File: src/rtl/cfu_cmd_sequencer_if.sv
// CFU command/response bus plus the A/B source and C result streams
// seen by the matmul command sequencer.
interface cfu_cmd_sequencer_if;
  logic        src_valid;
  logic        src_ready;
  logic [31:0] src_data;
  logic        res_valid;
  logic        res_ready;
  logic [31:0] res_data;
  logic        cmd_valid;
  logic        cmd_ready;
  logic [9:0]  cmd_payload_function_id;
  logic [31:0] cmd_payload_inputs_0;
  logic [31:0] cmd_payload_inputs_1;
  logic        rsp_valid;
  logic        rsp_ready;
  logic [31:0] rsp_payload_outputs_0;

  modport master (
    input  src_valid, src_data,
    output src_ready,
    output res_valid, res_data,
    input  res_ready,
    output cmd_valid, cmd_payload_function_id, cmd_payload_inputs_0, cmd_payload_inputs_1,
    input  cmd_ready,
    input  rsp_valid, rsp_payload_outputs_0,
    output rsp_ready
  );

  modport slave (
    output src_valid, src_data,
    input  src_ready,
    input  res_valid, res_data,
    output res_ready,
    input  cmd_valid, cmd_payload_function_id, cmd_payload_inputs_0, cmd_payload_inputs_1,
    output cmd_ready,
    output rsp_valid, rsp_payload_outputs_0,
    input  rsp_ready
  );
endinterface

File: src/rtl/cfu_cmd_sequencer.sv
// Matmul job sequencer: issues RESET, WRITE_MEM (A, B), COMPUTE and READ_MEM
// to the CFU one command at a time and streams READ_MEM results out.
module cfu_cmd_sequencer #(
  parameter int unsigned ADDR_BITS      = 12,
  parameter int unsigned TIMEOUT_CYCLES = 1024
) (
  input  logic                 clk,
  input  logic                 reset,
  input  logic                 start,
  input  logic [7:0]           m_dim,
  input  logic [7:0]           k_dim,
  input  logic [7:0]           n_dim,
  input  logic [ADDR_BITS-1:0] a_count,
  input  logic [ADDR_BITS-1:0] b_count,
  input  logic [ADDR_BITS-1:0] c_count,
  output logic                 busy,
  output logic                 done,
  output logic                 err,
  cfu_cmd_sequencer_if.master  bus
);

  localparam int unsigned TW = $clog2(TIMEOUT_CYCLES + 1);

  // Command states are odd; each response state is its command state + 1.
  localparam logic [3:0] S_IDLE  = 4'd0;
  localparam logic [3:0] S_RST_C = 4'd1;
  localparam logic [3:0] S_RST_R = 4'd2;
  localparam logic [3:0] S_WRA_C = 4'd3;
  localparam logic [3:0] S_WRA_R = 4'd4;
  localparam logic [3:0] S_WRB_C = 4'd5;
  localparam logic [3:0] S_WRB_R = 4'd6;
  localparam logic [3:0] S_CMP_C = 4'd7;
  localparam logic [3:0] S_CMP_R = 4'd8;
  localparam logic [3:0] S_RD_C  = 4'd9;
  localparam logic [3:0] S_RD_R  = 4'd10;
  localparam logic [3:0] S_DONE  = 4'd11;

  localparam logic [9:0] FID_RST = {7'h00, 3'd0};
  localparam logic [9:0] FID_WRA = {7'h00, 3'd1};
  localparam logic [9:0] FID_WRB = {7'h20, 3'd1};
  localparam logic [9:0] FID_CMP = {7'h00, 3'd2};
  localparam logic [9:0] FID_RD  = {7'h00, 3'd3};

  logic [3:0]           state;
  logic [7:0]           m_q, k_q, n_q;
  logic [ADDR_BITS-1:0] a_q, b_q, c_q;
  logic [ADDR_BITS-1:0] idx;
  logic [ADDR_BITS-1:0] idx_nx;
  logic [TW-1:0]        tmo;
  logic                 cmd_valid_q;
  logic [9:0]           fid_q;
  logic [31:0]          in0_q, in1_q;
  logic                 err_q;
  logic                 res_valid_q;
  logic [31:0]          res_data_q;
  logic                 is_r, is_wr_c;
  logic                 rsp_ready_c, rsp_hs, cmd_hs, src_hs, tmo_hit;
  logic [31:0]          cmp_in1;

  // Handshake and state-decode helpers.
  always_comb begin
    is_r        = (state == S_RST_R) || (state == S_WRA_R) || (state == S_WRB_R) ||
                  (state == S_CMP_R) || (state == S_RD_R);
    is_wr_c     = (state == S_WRA_C) || (state == S_WRB_C);
    rsp_ready_c = is_r && ((state != S_RD_R) || !res_valid_q);
    rsp_hs      = bus.rsp_valid && rsp_ready_c;
    cmd_hs      = cmd_valid_q && bus.cmd_ready;
    src_hs      = bus.src_valid && is_wr_c && !cmd_valid_q;
    tmo_hit     = is_r && !bus.rsp_valid && (tmo == TW'(TIMEOUT_CYCLES - 1));
    idx_nx      = idx + 1'b1;
    cmp_in1     = {8'h00, k_q, 8'h00, n_q};
  end

  assign busy                        = (state != S_IDLE);
  assign done                        = (state == S_DONE);
  assign err                         = err_q;
  assign bus.src_ready               = is_wr_c && !cmd_valid_q;
  assign bus.rsp_ready               = rsp_ready_c;
  assign bus.cmd_valid               = cmd_valid_q;
  assign bus.cmd_payload_function_id = fid_q;
  assign bus.cmd_payload_inputs_0    = in0_q;
  assign bus.cmd_payload_inputs_1    = in1_q;
  assign bus.res_valid               = res_valid_q;
  assign bus.res_data                = res_data_q;

  // Job sequencing: command issue, phase advance, response timeout.
  always_ff @(posedge clk or posedge reset) begin
    if (reset) begin
      state       <= S_IDLE;
      m_q         <= '0;
      k_q         <= '0;
      n_q         <= '0;
      a_q         <= '0;
      b_q         <= '0;
      c_q         <= '0;
      idx         <= '0;
      tmo         <= '0;
      cmd_valid_q <= 1'b0;
      fid_q       <= '0;
      in0_q       <= '0;
      in1_q       <= '0;
      err_q       <= 1'b0;
    end else begin
      // Only non-response states precede a response state, so this also
      // zeroes the counter on every entry.
      tmo <= is_r ? (bus.rsp_valid ? tmo : tmo + 1'b1) : '0;
      if (tmo_hit) begin
        err_q <= 1'b1;
        state <= S_DONE;
      end else begin
        case (state)
          S_IDLE: if (start) begin
            m_q <= m_dim; k_q <= k_dim; n_q <= n_dim;
            a_q <= a_count; b_q <= b_count; c_q <= c_count;
            err_q <= 1'b0;
            idx <= '0;
            state <= S_RST_C;
            cmd_valid_q <= 1'b1;
            fid_q <= FID_RST; in0_q <= '0; in1_q <= '0;
          end
          S_RST_C, S_CMP_C, S_RD_C: if (cmd_hs) begin
            cmd_valid_q <= 1'b0;
            state <= state + 4'd1;
          end
          S_WRA_C, S_WRB_C: begin
            if (src_hs) begin
              cmd_valid_q <= 1'b1;
              fid_q <= (state == S_WRB_C) ? FID_WRB : FID_WRA;
              in0_q <= 32'(idx);
              in1_q <= bus.src_data;
            end else if (cmd_hs) begin
              cmd_valid_q <= 1'b0;
              state <= state + 4'd1;
            end
          end
          S_RST_R: if (rsp_hs) begin
            idx <= '0;
            if (a_q != '0) state <= S_WRA_C;
            else if (b_q != '0) state <= S_WRB_C;
            else begin
              state <= S_CMP_C; cmd_valid_q <= 1'b1;
              fid_q <= FID_CMP; in0_q <= {24'h0, m_q}; in1_q <= cmp_in1;
            end
          end
          S_WRA_R: if (rsp_hs) begin
            if (idx_nx == a_q) begin
              idx <= '0;
              if (b_q != '0) state <= S_WRB_C;
              else begin
                state <= S_CMP_C; cmd_valid_q <= 1'b1;
                fid_q <= FID_CMP; in0_q <= {24'h0, m_q}; in1_q <= cmp_in1;
              end
            end else begin
              idx <= idx_nx;
              state <= S_WRA_C;
            end
          end
          S_WRB_R: if (rsp_hs) begin
            if (idx_nx == b_q) begin
              idx <= '0;
              state <= S_CMP_C; cmd_valid_q <= 1'b1;
              fid_q <= FID_CMP; in0_q <= {24'h0, m_q}; in1_q <= cmp_in1;
            end else begin
              idx <= idx_nx;
              state <= S_WRB_C;
            end
          end
          S_CMP_R: if (rsp_hs) begin
            if (c_q != '0) begin
              state <= S_RD_C; cmd_valid_q <= 1'b1;
              fid_q <= FID_RD; in0_q <= '0; in1_q <= '0;
            end else begin
              state <= S_DONE;
            end
          end
          S_RD_R: if (rsp_hs) begin
            if (idx_nx == c_q) state <= S_DONE;
            else begin
              idx <= idx_nx;
              state <= S_RD_C; cmd_valid_q <= 1'b1;
              fid_q <= FID_RD; in0_q <= 32'(idx_nx); in1_q <= '0;
            end
          end
          S_DONE: state <= S_IDLE;
          default: state <= S_IDLE;
        endcase
      end
    end
  end

  // Single-entry result buffer; drains independently of the job state.
  always_ff @(posedge clk or posedge reset) begin
    if (reset) begin
      res_valid_q <= 1'b0;
      res_data_q  <= '0;
    end else if ((state == S_RD_R) && rsp_hs) begin
      res_valid_q <= 1'b1;
      res_data_q  <= bus.rsp_payload_outputs_0;
    end else if (res_valid_q && bus.res_ready) begin
      res_valid_q <= 1'b0;
    end
  end

endmodule

File: src/flat_wrapper.sv
// flat-port wrapper written by rule: the top's interface ports become plain ports
module cfu_cmd_sequencer_flat 
#(
  parameter int unsigned ADDR_BITS      = 12,
  parameter int unsigned TIMEOUT_CYCLES = 1024
)
  (clk, reset, start, m_dim, k_dim, n_dim, a_count, b_count, c_count, busy, done, err, bus_src_valid, bus_src_data, bus_src_ready, bus_res_valid, bus_res_data, bus_res_ready, bus_cmd_valid, bus_cmd_payload_function_id, bus_cmd_payload_inputs_0, bus_cmd_payload_inputs_1, bus_cmd_ready, bus_rsp_valid, bus_rsp_payload_outputs_0, bus_rsp_ready);
  cfu_cmd_sequencer_if bus_i ();
  input  logic clk;
  input  logic reset;
  input  logic start;
  input  logic [7:0] m_dim;
  input  logic [7:0] k_dim;
  input  logic [7:0] n_dim;
  input  logic [ADDR_BITS-1:0] a_count;
  input  logic [ADDR_BITS-1:0] b_count;
  input  logic [ADDR_BITS-1:0] c_count;
  output logic busy;
  output logic done;
  output logic err;
  input wire logic [$bits(bus_i.src_valid)-1:0] bus_src_valid;
  input wire logic [$bits(bus_i.src_data)-1:0] bus_src_data;
  output wire logic [$bits(bus_i.src_ready)-1:0] bus_src_ready;
  output wire logic [$bits(bus_i.res_valid)-1:0] bus_res_valid;
  output wire logic [$bits(bus_i.res_data)-1:0] bus_res_data;
  input wire logic [$bits(bus_i.res_ready)-1:0] bus_res_ready;
  output wire logic [$bits(bus_i.cmd_valid)-1:0] bus_cmd_valid;
  output wire logic [$bits(bus_i.cmd_payload_function_id)-1:0] bus_cmd_payload_function_id;
  output wire logic [$bits(bus_i.cmd_payload_inputs_0)-1:0] bus_cmd_payload_inputs_0;
  output wire logic [$bits(bus_i.cmd_payload_inputs_1)-1:0] bus_cmd_payload_inputs_1;
  input wire logic [$bits(bus_i.cmd_ready)-1:0] bus_cmd_ready;
  input wire logic [$bits(bus_i.rsp_valid)-1:0] bus_rsp_valid;
  input wire logic [$bits(bus_i.rsp_payload_outputs_0)-1:0] bus_rsp_payload_outputs_0;
  output wire logic [$bits(bus_i.rsp_ready)-1:0] bus_rsp_ready;
  assign bus_i.src_valid = bus_src_valid;
  assign bus_i.src_data = bus_src_data;
  assign bus_src_ready = bus_i.src_ready;
  assign bus_res_valid = bus_i.res_valid;
  assign bus_res_data = bus_i.res_data;
  assign bus_i.res_ready = bus_res_ready;
  assign bus_cmd_valid = bus_i.cmd_valid;
  assign bus_cmd_payload_function_id = bus_i.cmd_payload_function_id;
  assign bus_cmd_payload_inputs_0 = bus_i.cmd_payload_inputs_0;
  assign bus_cmd_payload_inputs_1 = bus_i.cmd_payload_inputs_1;
  assign bus_i.cmd_ready = bus_cmd_ready;
  assign bus_i.rsp_valid = bus_rsp_valid;
  assign bus_i.rsp_payload_outputs_0 = bus_rsp_payload_outputs_0;
  assign bus_rsp_ready = bus_i.rsp_ready;
  cfu_cmd_sequencer #(.ADDR_BITS(ADDR_BITS), .TIMEOUT_CYCLES(TIMEOUT_CYCLES)) u_core (.clk(clk), .reset(reset), .start(start), .m_dim(m_dim), .k_dim(k_dim), .n_dim(n_dim), .a_count(a_count), .b_count(b_count), .c_count(c_count), .busy(busy), .done(done), .err(err), .bus(bus_i));
endmodule
File: config.mk
export PLATFORM = sky130hd
export DESIGN_NAME = cfu_cmd_sequencer_flat
export DESIGN_NICKNAME = d
export VERILOG_FILES = /design/src/rtl/cfu_cmd_sequencer_if.sv /design/src/rtl/cfu_cmd_sequencer.sv /design/src/flat_wrapper.sv
export SDC_FILE = /design/constraint.sdc
export NUM_CORES = 1
export LEC_CHECK = 0
export ABC_AREA = 1
export BUFFER_PORTS_ARGS = -buffer_cell sky130_fd_sc_hd__clkbuf_2
export CORE_ASPECT_RATIO = 1.1
export CORE_MARGIN = 2
export CORE_UTILIZATION = 44
export CTS_CLUSTER_DIAMETER = 40
export DETAILED_ROUTE_END_ITERATION = 8
export HOLD_SLACK_MARGIN = 0.05
export PLACE_DENSITY_LB_ADDON = 0.12
export SLEW_MARGIN = 20
export SYNTH_ARGS = -nofsm -noshare
export SYNTH_HDL_FRONTEND = slang
export SYNTH_SLANG_ARGS = --single-unit
File: constraint.sdc
create_clock -name clk -period 5.2 [get_ports clk]
set_clock_uncertainty 0.15 [all_clocks]
set_input_delay 0 -clock clk [delete_from_list [all_inputs] [get_ports clk]]
set_output_delay 0 -clock clk [all_outputs]
set_load 0.005 [all_outputs]
Yosys cells after proc, flatten, opt, wreduce, memory -nomap -nowiden
Cells that the tools add are included.

operators by class
  $add $sub $neg = 3
  reduce and logical (&&, ||, !) cells = 38
  bitwise gates (word level) = 1
  eq/ne operators = 36
  multiplexer cells = 87

operators by type and width
  cell                                                                      count
  32-bit 2-to-1 mux                                                         23
  32-bit one-hot mux with 7 select lines                                    2
  10-bit 2-to-1 mux                                                         13
  12-bit 2-to-1 mux                                                         8
  10-bit one-hot mux with 7 select lines                                    1
  12-bit one-hot mux with 5 select lines                                    1
  4-bit 2-to-1 mux                                                          10
  12-bit == test                                                            3
  12-bit nonzero test                                                       3
  4-bit one-hot mux with 8 select lines                                     1
  11-bit 2-to-1 mux                                                         2
  1-bit 2-to-1 mux                                                          19
  4-bit by 3-bit == test with 1-bit output (second input constant)          4
  4-bit == test (second input constant)                                     4
  3-bit by 1-bit inequality test with 1-bit output (second input constant)  5
  2-bit inequality test (second input constant)                             7
  14-bit AND reduction                                                      1
  13-bit AND reduction                                                      1
  12-bit by 1-bit adder with 12-bit output (second input constant)          1
  2-bit by 1-bit inequality test with 1-bit output (second input constant)  6
  11-bit by 1-bit adder with 11-bit output (second input constant)          1
  11-bit by 10-bit == test with 1-bit output (second input constant)        1
  1-bit logical AND                                                         10
  9-bit 2-to-1 mux                                                          1
  other kinds (24)                                                          37

word-level totals
  bits of input ports = 131
  output and inout port bits = 113
  bits in registers = 196

Longest topological paths before layout
  word-level depth = 10
  gate-level depth with buffers = 20
  mapped depth without buffers = 18

Worst setup path after synthesis
No wires, ideal clock.

  path type = register -> register
  start = register u_core.state[0]
  end = register u_core.in0_q[10], in the netlist u_core.bus.cmd_payload_inputs_0[10]
  setup time = 117 ps
  data arrival time = 2119 ps
  setup slack = 2814 ps
  period minus slack after synthesis = 2386 ps
  path buffers = 2
  stages on the path, launching flop included = 16
  cells stage by stage = dfrtp_1 -> inv_1 -> ha_1 -> nand2_1 -> nand2_2 -> inv_2 -> nand2_2 -> nand2_2 -> a21oi_2 -> o21ai_1 -> nor3_2 -> nand3_1 -> buf_6 -> buf_6 -> nand2_1 -> nand2_1

between the ends
  cells in the longest elaborated chain, start to end = 9
  elaborated cells on any way between the ends = 38
  those cells by class = 20 x eq/ne; 1 x mux; 1 x bitwise; 16 x reduce/logical

RTL lines
  item                                                                                                         RTL line                                           source
  start: declaration                                                                                           cfu_cmd_sequencer.sv:44                            logic [3:0] state;
  start signal: assignment                                                                                     cfu_cmd_sequencer.sv:123                           state <= state + 4'd1;
  start signal: assignment                                                                                     cfu_cmd_sequencer.sv:133                           state <= state + 4'd1;
  4-bit by 2-bit == test with 1-bit output / 4-bit by 3-bit == test with 1-bit output (equally long branches)  cfu_cmd_sequencer.sv:62, cfu_cmd_sequencer.sv:111
  1-bit logical OR (3 in series)                                                                               cfu_cmd_sequencer.sv:62                            is_r = (state == S_RST_R) || (state == S_WRA_R) || (state == S_WRB_R) ||
  1-bit logical OR                                                                                             cfu_cmd_sequencer.sv:63                            (state == S_CMP_R) || (state == S_RD_R);
  1-bit logical AND, on equally long branches                                                                  cfu_cmd_sequencer.sv:65, cfu_cmd_sequencer.sv:69
  1-bit logical AND, on equally long branches                                                                  cfu_cmd_sequencer.sv:66, cfu_cmd_sequencer.sv:69
  2-bit by 1-bit inequality test with 1-bit output (no source line) / 1-bit NOT (equally long branches)        -
  14-bit AND reduction (no source line)                                                                        -
  end signal: assignment                                                                                       cfu_cmd_sequencer.sv:129                           in0_q <= 32'(idx);
  end: declaration                                                                                             cfu_cmd_sequencer.sv:52                            logic [31:0] in0_q, in1_q;

Several ways; a longest one is shown, not always the timed one.
A chain may end at the register's enable or synchronous reset.

Worst setup path in the final report
  start = register u_core.state[0]
  end = register u_core.cmd_valid_q, in the netlist u_core.bus.cmd_valid

between the ends
  cells in the longest elaborated chain, start to end = 9
  elaborated cells on any way between the ends = 42
  those cells by class = 22 x eq/ne; 2 x mux; 1 x bitwise; 17 x reduce/logical

RTL lines
  item                                                                                                         RTL line                                           source
  4-bit by 2-bit == test with 1-bit output / 4-bit by 3-bit == test with 1-bit output (equally long branches)  cfu_cmd_sequencer.sv:62, cfu_cmd_sequencer.sv:111
  1-bit logical OR (3 in series)                                                                               cfu_cmd_sequencer.sv:62
  1-bit logical OR                                                                                             cfu_cmd_sequencer.sv:63
  1-bit logical AND, on equally long branches                                                                  cfu_cmd_sequencer.sv:65, cfu_cmd_sequencer.sv:69
  1-bit logical AND, on equally long branches                                                                  cfu_cmd_sequencer.sv:66, cfu_cmd_sequencer.sv:69
  2-bit by 1-bit inequality test with 1-bit output (no source line) / 1-bit NOT (equally long branches)        -
  13-bit AND reduction (no source line)                                                                        -
  end signal: assignment                                                                                       cfu_cmd_sequencer.sv:98                            cmd_valid_q <= 1'b0;
  end signal: assignment                                                                                       cfu_cmd_sequencer.sv:118                           cmd_valid_q <= 1'b1;
  end signal: assignment                                                                                       cfu_cmd_sequencer.sv:122                           cmd_valid_q <= 1'b0;
  end: declaration                                                                                             cfu_cmd_sequencer.sv:50                            logic cmd_valid_q;

Several ways; a longest one is shown, not always the timed one.

==> results.sh <==
export IMPL_status="completed"
export IMPL_r2r_slack_ns=1.34
export IMPL_finalNetCount=1605
export IMPL_r2r_start="u_core.state[0]"
export IMPL_cts_buffer_depth=2
export IMPL_start_util_pct=45.1
export IMPL_antenna_cells=0
export IMPL_detail_route_iter0_violations=485
export IMPL_clock_root_buffer="clkbuf_16"
export IMPL_cp_start_kind="flip-flop"
export IMPL_crit_path_max_fanout=27
export IMPL_total_power_w=0.00545
export IMPL_crit_required_ns=5.42
export IMPL_die_w_um=141
export IMPL_rr_worst_depth=15
export IMPL_worstPathArrival_ns=4.08
export IMPL_globalRouteTotalUtil_pct=24.7
export IMPL_cts_made_buffers=17
export IMPL_drt_vias_per_instance=4.96
export IMPL_maxCapViolations=0
export IMPL_grt_pass1_vias=8442
export IMPL_grt_overflow=0
export IMPL_period_share_pct=74.2
export IMPL_rows=54
export IMPL_num_io_pins=244
export IMPL_period_needed_ns=3.86
export IMPL_synth_seq_cells=169
export IMPL_num_vias=8594
export IMPL_syn_area_mm2=0.00902
export IMPL_die_h_um=154
export IMPL_cts_setup_buffers=0
export IMPL_cts_resized=0
export IMPL_slew_headroom_pct=33.2
export IMPL_clock_sinks=169
export IMPL_worst_slack_ns=1.34
export IMPL_portBuffers=216
export IMPL_final_common_cell="nand2_1"
export IMPL_syn_inst=1138
export IMPL_die_area_mm2=0.0217
export IMPL_ys_flop_type="dfrtp_1"
export IMPL_hp_class="input pin to async pin"
export IMPL_antenna_found_initial=0
export IMPL_dr_pass1_iters=5
export IMPL_grt_max_degree=70
export IMPL_core_mm2=0.0200
export IMPL_synthArstFlopShare_pct=100
export IMPL_rr_endpoint="u_core.bus.cmd_valid"
export IMPL_wl_per_cell_um=15.3
export IMPL_setup_viol_count_final=0
export IMPL_dp_slack_ns=1.42
export IMPL_ys_types=37
export IMPL_setup_tns_ns=0
export IMPL_tightest_slew_ns=1.00
export IMPL_p_per_area_mw_per_mm2=451
export IMPL_total_leakage_power_nw=6.59
export IMPL_htree_levels=4
export IMPL_rsz0062_at_grt="no"
export IMPL_hold_violations=0
export IMPL_hpwl_mm=18.3
export IMPL_cts_tree="built"
export IMPL_slew_violations=0
export IMPL_insertion_delay_ns=0.44
export IMPL_drc_errors=0
export IMPL_layout_common_cells="nand2_1 (404), clkbuf_2 (216), dfrtp_1 (169), dlygate4sd3_1 (130), nand3_1 (109)"
export IMPL_fmax_mhz=259
export IMPL_drtAntennaViolNets=0
export IMPL_synth_seq_area_share_pct=46.9
export IMPL_gp_congestion=0.943
export IMPL_area_delta_synth_final_pct=34.1
export IMPL_syn_area_per_cell_um2=7.93
export IMPL_end_kind="flip-flop"
export IMPL_utilization_pct=60.5
export IMPL_vdd_ir_drop_max_uv=319
export IMPL_clk_pin_slew_worst_paths_ns=0.07
export IMPL_grt_pass1_wl_mm=42.8
export IMPL_yosysWarningCount=0
export IMPL_path_class="flip-flop to flip-flop"
export IMPL_hold_ws_ns=0.0391
export IMPL_synth_edf_count=0
export IMPL_drive_gt1_share_pct=23.2
export IMPL_drt_total_wl_mm=26.5
-- critical path, cell delays in order, from the launching register on --
cell and delay, ns:
dfrtp_1 0.41, inv_1 0.13, ha_1 0.22, nand2_1 0.13
nand2_2 0.46, inv_2 0.11, nand2_2 0.20, nand2_2 0.08
a21oi_2 0.22, o21ai_1 0.14, inv_1 0.08, nand3_1 0.11
nor2_4 0.55, nand3_1 0.16, nand2_1 0.10, dlygate4sd3_1 0.54
-- logic make-up (layout without fill, tap and decap cells) --
| kind of cell | Yosys count | in the layout | synth area share (%) |
|---|---|---|---|
| buf+inv | 180 | 497 | 9.64 |
| flops | 169 | 169 | 46.9 |
| fa+ha+maj | 6 | 6 | 0.832 |
| compound gates | 97 | 97 | 6.73 |
| simple gates | 643 | 643 | 30.9 |
| xor+xnor | 10 | 10 | 0.971 |
| mux | 32 | 32 | 4.00 |
| other cells | 1 | 27 | 0.0416 |
-- layer usage --
metal	up-vias	global-route usage [%]	wire length, um
met5	-	0	0
met4	0	8.57	677
met3	52	4.24	1380
met2	296	43.3	13200
met1	4005	31.0	11200
li1	4241	-	-
-- where the power goes --
group	internal, W	switching [W]	total [W]	leakage, nW
registers	0.00167	0.000254	0.00193	2.25
logic	0.000747	0.00145	0.00220	4.04
clock network	0.000699	0.000626	0.00132	0.302
-- final cells by class --
type	count	area, um^2
Multi-Input combinational cell	815	4040
Tap cell	252	315
Sequential cell	169	4230
Clock inverter	15	201
Timing Repair Buffer	354	2460
Inverter	111	422
Clock buffer	17	425
Fill cell	1830	7910
-- cells in the mapped netlist, types with 2 or more instances --
library cell / instances / area share (%)
nand2_1: 404 / 17
dfrtp_1: 169 / 47
nand3_1: 110 / 6.1
inv_1: 102 / 4.2
nor2_1: 68 / 2.8
o21ai_0: 51 / 2.8
mux2_2: 32 / 4.0
buf_4: 31 / 2.6
buf_2: 20 / 1.1
a22o_1: 16 / 1.6
nand2_2: 15 / 1.0
clkbuf_1: 11 / 0.46
nand3_2: 11 / 1.2
nand4_1: 10 / 0.69
inv_2: 9 / 0.37
a21oi_1: 8 / 0.44
buf_6: 7 / 0.87
nor2_2: 7 / 0.49
xor2_1: 7 / 0.68
ha_1: 6 / 0.83
o221ai_1: 6 / 0.58
nor4_1: 5 / 0.35
nor2_4: 4 / 0.50
nor3_1: 4 / 0.22
o211ai_1: 4 / 0.33
nor3_2: 3 / 0.33
o22ai_1: 3 / 0.21
xnor2_1: 3 / 0.29
a211oi_1: 2 / 0.17
a21oi_2: 2 / 0.19
o21ai_1: 2 / 0.11
-- sequential cells by signal (all words and copies together) (netlist names), 11 cells and up --
signal                           flops
u_core.a_q                          12
u_core.bus.cmd_payload_inputs_1     32
u_core.b_q                          12
u_core.bus.cmd_payload_inputs_0     12
u_core.tmo                          11
u_core.idx                          12
u_core.bus.res_data                 32
u_core.c_q                          12
-- worst max path at each step --
stage                    startpoint                                   to  slack, ns  cells after the start
finish              u_core.state[0]                 u_core.bus.cmd_valid       1.34                     15
global route        u_core.state[0]   u_core.bus.cmd_payload_inputs_1[6]       0.98                     13
CTS                 u_core.state[0]                 u_core.bus.cmd_valid       1.34                     15
detailed placement  u_core.state[0]  u_core.bus.cmd_payload_inputs_1[23]       1.42                     13
global placement    u_core.state[1]  u_core.bus.cmd_payload_inputs_1[21]       1.47                     13
floorplan                     reset                        u_core.a_q[0]       0.47                      1
-- through the flow --
| stage | cell area, um^2 | cells |
|---|---|---|
| 6_report | 12100 | 1733 |
| 5_1_grt | 12100 | 1733 |
| 4_1_cts | 12100 | 1733 |
| 3_5_place_dp | 10200 | 1571 |
| 3_3_place_gp | 10100 | 1570 |
| 2_1_floorplan | 9120 | 1164 |
-- timing repair --
action                                  4_1_cts  5_1_grt
hold buffers                                130        0
hold endpoints to repair                    203        0
endpoints found under the setup margin        0        0
Note: power is estimated with default switching activity, not from simulation.
